==> src/rtl/bakraid_colmix_pkg.sv <==
// rtl/bakraid_colmix_pkg.sv - shared types and constants for the bakraid colour mixer
//
// Purpose : layer record type, layer bit positions and the transparency test
//           used by bakraid_colmix and bakraid_colmix_cmp.
// Ports   : none (package).
package bakraid_colmix_pkg;

  localparam int PIX_W = 11;
  localparam int PRI_W = 4;

  // Bit positions inside the optional LAYER_EN mask.
  localparam int LYR_BG0    = 0;
  localparam int LYR_BG1    = 1;
  localparam int LYR_BG2    = 2;
  localparam int LYR_SPR    = 3;
  localparam int LYR_TXT    = 4;
  localparam int NUM_LAYERS = 5;

  // A palette index whose low nibble equals this value is transparent.
  localparam logic [3:0] TRANSPARENT_NIBBLE = 4'h0;

  typedef struct packed {
    logic [PIX_W-1:0] pix;
    logic [PRI_W-1:0] pri;
    logic             opaque;
  } layer_t;

  function automatic logic nibble_opaque(input logic [3:0] nib);
    return nib != TRANSPARENT_NIBBLE;
  endfunction

endpackage

==> src/rtl/bakraid_colmix_cmp.sv <==
// rtl/bakraid_colmix_cmp.sv - two-input layer priority compare, ties favour A
//
// Purpose : returns whichever of two layers is visible. A wins when it is
//           opaque and B is either transparent or of equal/lower priority.
//           If neither is opaque the result is B (transparent).
// Ports   : a_i   - favoured layer
//           b_i   - other layer
//           win_o - winning layer record
module bakraid_colmix_cmp
  import bakraid_colmix_pkg::*;
(
  input  layer_t a_i,
  input  layer_t b_i,
  output layer_t win_o
);

  logic a_wins;

  assign a_wins = a_i.opaque && (!b_i.opaque || (a_i.pri >= b_i.pri));
  assign win_o  = a_wins ? a_i : b_i;

endmodule

==> src/rtl/bakraid_colmix.sv <==
// rtl/bakraid_colmix.sv - 3-stage priority mixer feeding the palette lookup
//
// Purpose : resolves transparency/priority of three BG layers, sprites and
//           text into one palette index, with blanking delayed to match.
//           Optional macro BAKRAID_COLMIX_LAYER_MASK_EN adds LAYER_EN[4:0].
// Ports   : CLK96, RESET96 (sync, active high), PIXEL_CEN (pipeline enable)
//           LHBL/LVBL blank inputs, BGn_PIX/BGn_PRI, SPR_PIX/SPR_PRI, TXT_PIX
//           PIXEL resolved index, LHBL_DLY/LVBL_DLY blanking aligned to PIXEL
//           LAYER_EN per-layer enable (only with BAKRAID_COLMIX_LAYER_MASK_EN)
module bakraid_colmix
  import bakraid_colmix_pkg::*;
#(
  parameter logic [10:0] BACKDROP = 11'h000,
  parameter int          LATENCY  = 3
) (
  input  logic        CLK96,
  input  logic        RESET96,
  input  logic        PIXEL_CEN,
  input  logic        LHBL,
  input  logic        LVBL,
  input  logic [10:0] BG0_PIX,
  input  logic [10:0] BG1_PIX,
  input  logic [10:0] BG2_PIX,
  input  logic [10:0] SPR_PIX,
  input  logic [3:0]  BG0_PRI,
  input  logic [3:0]  BG1_PRI,
  input  logic [3:0]  BG2_PRI,
  input  logic [3:0]  SPR_PRI,
  input  logic [10:0] TXT_PIX,
`ifdef BAKRAID_COLMIX_LAYER_MASK_EN
  input  logic [4:0]  LAYER_EN,
`endif
  output logic [10:0] PIXEL,
  output logic        LHBL_DLY,
  output logic        LVBL_DLY
);

  // The pipeline below is hand-built as exactly three registered stages.
  generate
    if (LATENCY != 3) begin : g_bad_latency
      $error("bakraid_colmix: LATENCY must be 3");
    end
  endgenerate

  logic [NUM_LAYERS-1:0] layer_en;
`ifdef BAKRAID_COLMIX_LAYER_MASK_EN
  assign layer_en = LAYER_EN;
`else
  assign layer_en = '1;
`endif

  // Stage 1: registered inputs with opaque flags.
  layer_t      bg0_s1_d, bg1_s1_d, bg2_s1_d, spr_s1_d;
  layer_t      bg0_s1_q, bg1_s1_q, bg2_s1_q, spr_s1_q;
  logic [10:0] txt_pix_s1_q;
  logic        txt_opq_s1_d, txt_opq_s1_q;
  logic        lhbl_s1_q, lvbl_s1_q;

  always_comb begin
    bg0_s1_d     = '{pix: BG0_PIX, pri: BG0_PRI,
                     opaque: nibble_opaque(BG0_PIX[3:0]) & layer_en[LYR_BG0]};
    bg1_s1_d     = '{pix: BG1_PIX, pri: BG1_PRI,
                     opaque: nibble_opaque(BG1_PIX[3:0]) & layer_en[LYR_BG1]};
    bg2_s1_d     = '{pix: BG2_PIX, pri: BG2_PRI,
                     opaque: nibble_opaque(BG2_PIX[3:0]) & layer_en[LYR_BG2]};
    spr_s1_d     = '{pix: SPR_PIX, pri: SPR_PRI,
                     opaque: nibble_opaque(SPR_PIX[3:0]) & layer_en[LYR_SPR]};
    txt_opq_s1_d = nibble_opaque(TXT_PIX[3:0]) & layer_en[LYR_TXT];
  end

  // Stage 2: BG tree; BG0 vs BG1 first so BG0 wins ties, then that vs BG2.
  layer_t      bg01_win, bg_win_s2_d;
  layer_t      bg_win_s2_q, spr_s2_q;
  logic [10:0] txt_pix_s2_q;
  logic        txt_opq_s2_q;
  logic        lhbl_s2_q, lvbl_s2_q;

  bakraid_colmix_cmp u_cmp_bg01 (.a_i(bg0_s1_q), .b_i(bg1_s1_q), .win_o(bg01_win));
  bakraid_colmix_cmp u_cmp_bg2  (.a_i(bg01_win), .b_i(bg2_s1_q), .win_o(bg_win_s2_d));

  // Stage 3: sprite is the favoured side, so it wins priority ties with BG.
  layer_t      fin_win;
  logic [10:0] pixel_d, pixel_q;
  logic        lhbl_dly_q, lvbl_dly_q;

  bakraid_colmix_cmp u_cmp_spr (.a_i(spr_s2_q), .b_i(bg_win_s2_q), .win_o(fin_win));

  always_comb begin
    pixel_d = BACKDROP;
    if (lhbl_s2_q && lvbl_s2_q) begin
      if (txt_opq_s2_q)        pixel_d = txt_pix_s2_q;
      else if (fin_win.opaque) pixel_d = fin_win.pix;
    end
  end

  always_ff @(posedge CLK96) begin
    if (RESET96) begin
      bg0_s1_q     <= '0;
      bg1_s1_q     <= '0;
      bg2_s1_q     <= '0;
      spr_s1_q     <= '0;
      txt_pix_s1_q <= '0;
      txt_opq_s1_q <= 1'b0;
      lhbl_s1_q    <= 1'b0;
      lvbl_s1_q    <= 1'b0;
      bg_win_s2_q  <= '0;
      spr_s2_q     <= '0;
      txt_pix_s2_q <= '0;
      txt_opq_s2_q <= 1'b0;
      lhbl_s2_q    <= 1'b0;
      lvbl_s2_q    <= 1'b0;
      pixel_q      <= BACKDROP;
      lhbl_dly_q   <= 1'b0;
      lvbl_dly_q   <= 1'b0;
    end else if (PIXEL_CEN) begin
      bg0_s1_q     <= bg0_s1_d;
      bg1_s1_q     <= bg1_s1_d;
      bg2_s1_q     <= bg2_s1_d;
      spr_s1_q     <= spr_s1_d;
      txt_pix_s1_q <= TXT_PIX;
      txt_opq_s1_q <= txt_opq_s1_d;
      lhbl_s1_q    <= LHBL;
      lvbl_s1_q    <= LVBL;
      bg_win_s2_q  <= bg_win_s2_d;
      spr_s2_q     <= spr_s1_q;
      txt_pix_s2_q <= txt_pix_s1_q;
      txt_opq_s2_q <= txt_opq_s1_q;
      lhbl_s2_q    <= lhbl_s1_q;
      lvbl_s2_q    <= lvbl_s1_q;
      pixel_q      <= pixel_d;
      lhbl_dly_q   <= lhbl_s2_q;
      lvbl_dly_q   <= lvbl_s2_q;
    end
  end

  assign PIXEL    = pixel_q;
  assign LHBL_DLY = lhbl_dly_q;
  assign LVBL_DLY = lvbl_dly_q;

endmodule

==> config.mk <==
export PLATFORM = sky130hd
export DESIGN_NAME = bakraid_colmix
export DESIGN_NICKNAME = d
export VERILOG_FILES = /design/src/rtl/bakraid_colmix_pkg.sv /design/src/rtl/bakraid_colmix_cmp.sv /design/src/rtl/bakraid_colmix.sv
export SDC_FILE = /design/constraint.sdc
export NUM_CORES = 1
export LEC_CHECK = 0
export BUFFER_PORTS_ARGS = -buffer_cell sky130_fd_sc_hd__buf_2
export CORE_MARGIN = 4
export CORE_UTILIZATION = 50
export DETAILED_ROUTE_END_ITERATION = 8
export PLACE_DENSITY = 0.7
export SYNTH_ARGS = -nofsm -noshare
export SYNTH_HDL_FRONTEND = slang
export SYNTH_HIERARCHICAL = 1
export SYNTH_SLANG_ARGS = --single-unit
==> constraint.sdc <==
create_clock -name CLK96 -period 3.3 [get_ports CLK96]
set_clock_uncertainty 0.1 [all_clocks]
set_input_delay 0.495 -clock CLK96 [delete_from_list [all_inputs] [get_ports CLK96]]
set_output_delay 0.495 -clock CLK96 [all_outputs]
set_load 0.02 [all_outputs]
; ---- Yosys cells after proc, flatten, opt, wreduce, memory -nomap -nowiden
; Index checks and enable logic that the tools add are counted.
[classes]
n_mux = 6
n_lt_le_gt_ge = 3
reduce_logical = 15
[ops]
columns = op, n
row1 = $mux W16, 3
row2 = $mux W11, 3
row3 = $reduce_bool A4 Y1, 5
row4 = $ge A4 B4 Y1, 3
row5 = $logic_and A1 B1 Y1, 4
row6 = $logic_not A1 Y1, 3
row7 = $logic_or A1 B1 Y1, 3
[totals]
word_cells = 53
register_bits = 137
out_inout_bits = 13

; ---- Logic depth before layout (Yosys ltp)
[depth]
ltp_word = 8
depth_mapped = 15
mapped_depth_nobuf = 14

; ---- Cells and area by module
; Netlist, hierarchy kept.
[modules_own_cells]
columns = module, cells_per_inst, area_each_um2, seq_area_each_um2, n_inst
row1 = bakraid_colmix, 463, 4959.8, 2742.6, 1
row2 = bakraid_colmix_cmp (u_cmp_bg01 ...), 31, 350.3, 0.0, 2
row3 = bakraid_colmix_cmp (u_cmp_spr), 31, 356.6, 0.0, 1

; ---- Worst setup path after synthesis
; No wires, ideal clock.
[synth_timing]
path_kind = register to register
from = reg bg1_s1_q[2] (netlist bit)
to = reg bg_win_s2_q[10] (netlist bit)
arrival_time_ns = 2.854
setup_time_ns = 0.128
setup_slack_ns = 0.219
period_less_slack_ns = 3.081
stages_incl_launch_ff = 15
n_path_buf = 1
cell_sequence = dfxtp_1 inv_1 ha_1 o211ai_2 a21oi_2 o21ai_4 mux2_2 ha_1 o211ai_2 a21oi_2 o21ai_4 buf_12 mux2_4 mux2i_1 nor2_1
[synth_rtl]
columns = item, line_no
row1 = start: declaration, bakraid_colmix.sv:54  ; layer_t bg0_s1_q, bg1_s1_q, bg2_s1_q, spr_s1_q;
row2 = start signal: assignment, bakraid_colmix.sv:117  ; bg1_s1_q <= bg1_s1_d;
row3 = end signal: assignment, bakraid_colmix.sv:124  ; bg_win_s2_q <= bg_win_s2_d;
row4 = end: declaration, bakraid_colmix.sv:73  ; layer_t bg_win_s2_q, spr_s2_q;

==> impl_results.md <==
- Fill cells: roughly 950
- Clk buf depth: 2
- Hold Fails Final Rpt: 0
- Final setup violation count: 0
- CP top delay family: compound AO/OA/AOI/OAI gates
- Max frequency: 313 MHz
- Area growth from synthesis to final layout: 18.2%
- Die area: 13800 sq um
- WS Path Type: reg -> reg
- CTS Hold Bufs: 0
- Slowest stage cell, crit path: mux2_2
- First-pass GRT wire length: 19500 microns
- Wl on met1: 5700 microns
- Final core utilization: 61.1%
- Final #Nets: 719
- Mapped Avg Cell Area: 10.8 sq um
- Drc violations: 0
- Critical path's largest stage delay: ~0.39 ns
- Layout cells sized above 1: between 20% and 30%
- Highest metal used: met4
- Hold Path Depth: 3
- Io pins: 89
- Leakage power: between 3 and 4 nW
- CP Launch Type: register
- Diode count: 0
- Metal3 WL: around 640 microns
- Num CTS Buffers: 17
- TritonCTS Sinks: 137
- Clock transition at path regs: 0.06 ns
- WP depth: 14
- Synth Cell Area: 5970 sq um
- R2R cell count: 14
- Row count: 39
- Most frequent cells in the layout: dfxtp_1 (132), nor2_1 (127), mux2i_1 (121), buf_2 (86), mux2_4 (33)
- Die extent in x: 117 microns
- Slew @ Worst Pin: 0.891 ns
- Max cap viols: 0
- Mapped Cells: ~550
- Vias in the first global route: 4002
- Gr usage total: 18.4%
- Yosys warnings: 6
- Setup WS post-layout: 0.107 ns
- Setup crit end kind: register
- Port-buffer cells: 88
- Avg WL per Cell: between 15 and 20 microns
- Initial antenna violation count: 0
- RePlAce Congestion: 0.830
- DRC violation total after the first TritonRoute iteration: approximately 220
- Final WL: 12000 microns
- Mapped Nets: 640
- Status: complete, no violations
- Crit-path cells: inv_2 -> ha_4 -> o211ai_2 -> a21oi_2 -> o21ai_4 -> mux2_2 -> ha_1 -> o211ai_2 -> a21oi_2 -> o21ai_4 -> clkbuf_16 -> mux2_4 -> mux2i_1 -> nor2_1
- Final-report max-slew violation count: 0
- Critical path fanouts, max: 6
- CP required: 3.47 ns
- H-tree Lvls: 4
- CTS tree: yes
- Chip Height: 117 microns
- Pin count of the biggest net entering global routing: between 70 and 80
- CTS root buffer: clkbuf_16
- DR vias/cell: 5.12
- Worst VDD drop: 0.000404 V
- Core ar.: 11600 sq um
- Vias: 4031
- Met2 WL: 5530 microns
- Final Cycle Share: 96.8%
- DP Worst Slack: -0.0437 ns
- Clk_lat worst skew: a little over 0.4 ns
- Initial Util: about half
- Non-filler instance count after layout: 787
- DRT antenna net count: 0
- Hold Crit Class: in -> reg
- Post-Place Cells: 751
- Data arrival time of the critical path: approximately 3.4 ns
- Pwr dens: 585 nW/um^2
- Gr ovfl total: 0
- Commonest non-fill, non-tap cell in the layout: dfxtp_1
- First drt pass iteration count: 4
- Clock period minus worst slack: between 3 and 4 ns
- Slew HR: 40.4%
- Hpwl dp: 8120 microns
- CP bufs+invs: 2
==> power by group <==
group,switching (mW),leakage [nW],internal [mW]
registers,0.0546,1.13,1.74
logic,0.222,1.89,0.249
clock network,0.663,0.285,1.20
total,0.940,3.30,3.19
==> flip-flops by register name (all words and copies together), names as in the netlist <==
signal	cells
LHBL_DLY	1
LVBL_DLY	1
PIXEL	11
bg0_s1_q	16
bg1_s1_q	16
bg2_s1_q	16
bg_win_s2_q	16
lhbl_s1_q	1
lhbl_s2_q	1
lvbl_s1_q	1
lvbl_s2_q	1
spr_s1_q	16
spr_s2_q	16
txt_opq_s1_q	1
txt_opq_s2_q	1
txt_pix_s1_q	11
txt_pix_s2_q	11
==> layer usage <==
layer,track usage (%),vias up
met5,0,-
li1,-,2038
met1,23.7,1886
met4,6.35,0
met3,6.17,16
met2,28.8,91
==> final timing paths <==
kind	startpoint	slack, ns	end
worst min register to register	PIXEL[9]	0.36	PIXEL[9]
worst min-delay path	BG0_PIX[4]	0.22	bg0_s1_q[9]
worst max-delay path	bg1_s1_q[2]	0.11	bg_win_s2_q[5]
worst max register to register	bg1_s1_q[2]	0.11	bg_win_s2_q[5]
==> worst min-delay path: cells and delay by family <==
| family | cells | cell delay, ns |
|---|---|---|
| muxes | 1 | 0.05 |
| and+or+nand+nor | 1 | 0.07 |
| buffers and inverters | 1 | 0.07 |
==> repair_timing <==
action	CTS	global route
endpoints found under the setup margin	10	15
pin swaps	2	6
gates resized for setup	0	19
buffers inserted	2	1
gates cloned	0	1
==> metrics by stage <==
step / power, mW / hold WS [ns] / setup TNS, ns / area, sq um
after global placement: 2.24 / 0.338 / 0 / 6330
final: 4.13 / 0.216 / 0 / 7060
after global routing: 4.31 / 0.215 / -0.0749 / 7060
after detailed placement: 2.26 / 0.343 / -0.227 / 6330
after CTS: 4.14 / 0.201 / 0 / 6920
after floorplan: 2.17 / 0.354 / 0 / 5970
==> layout make-up <==
| cell class | count | area (sq um) | share of cell area, % |
|---|---|---|---|
| multi-input cells | 367 | 2950 | 41.8 |
| clock inverters | 9 | 123 | 1.74 |
| clock buffers | 23 | 458 | 6.48 |
| flip-flops and latches | 137 | 2750 | 38.9 |
| repair buffers | 96 | 559 | 7.92 |
| well taps | 143 | 179 | 2.53 |
| inverters | 12 | 45.0 | 0.638 |
Power figures use the tool's default switching activity.
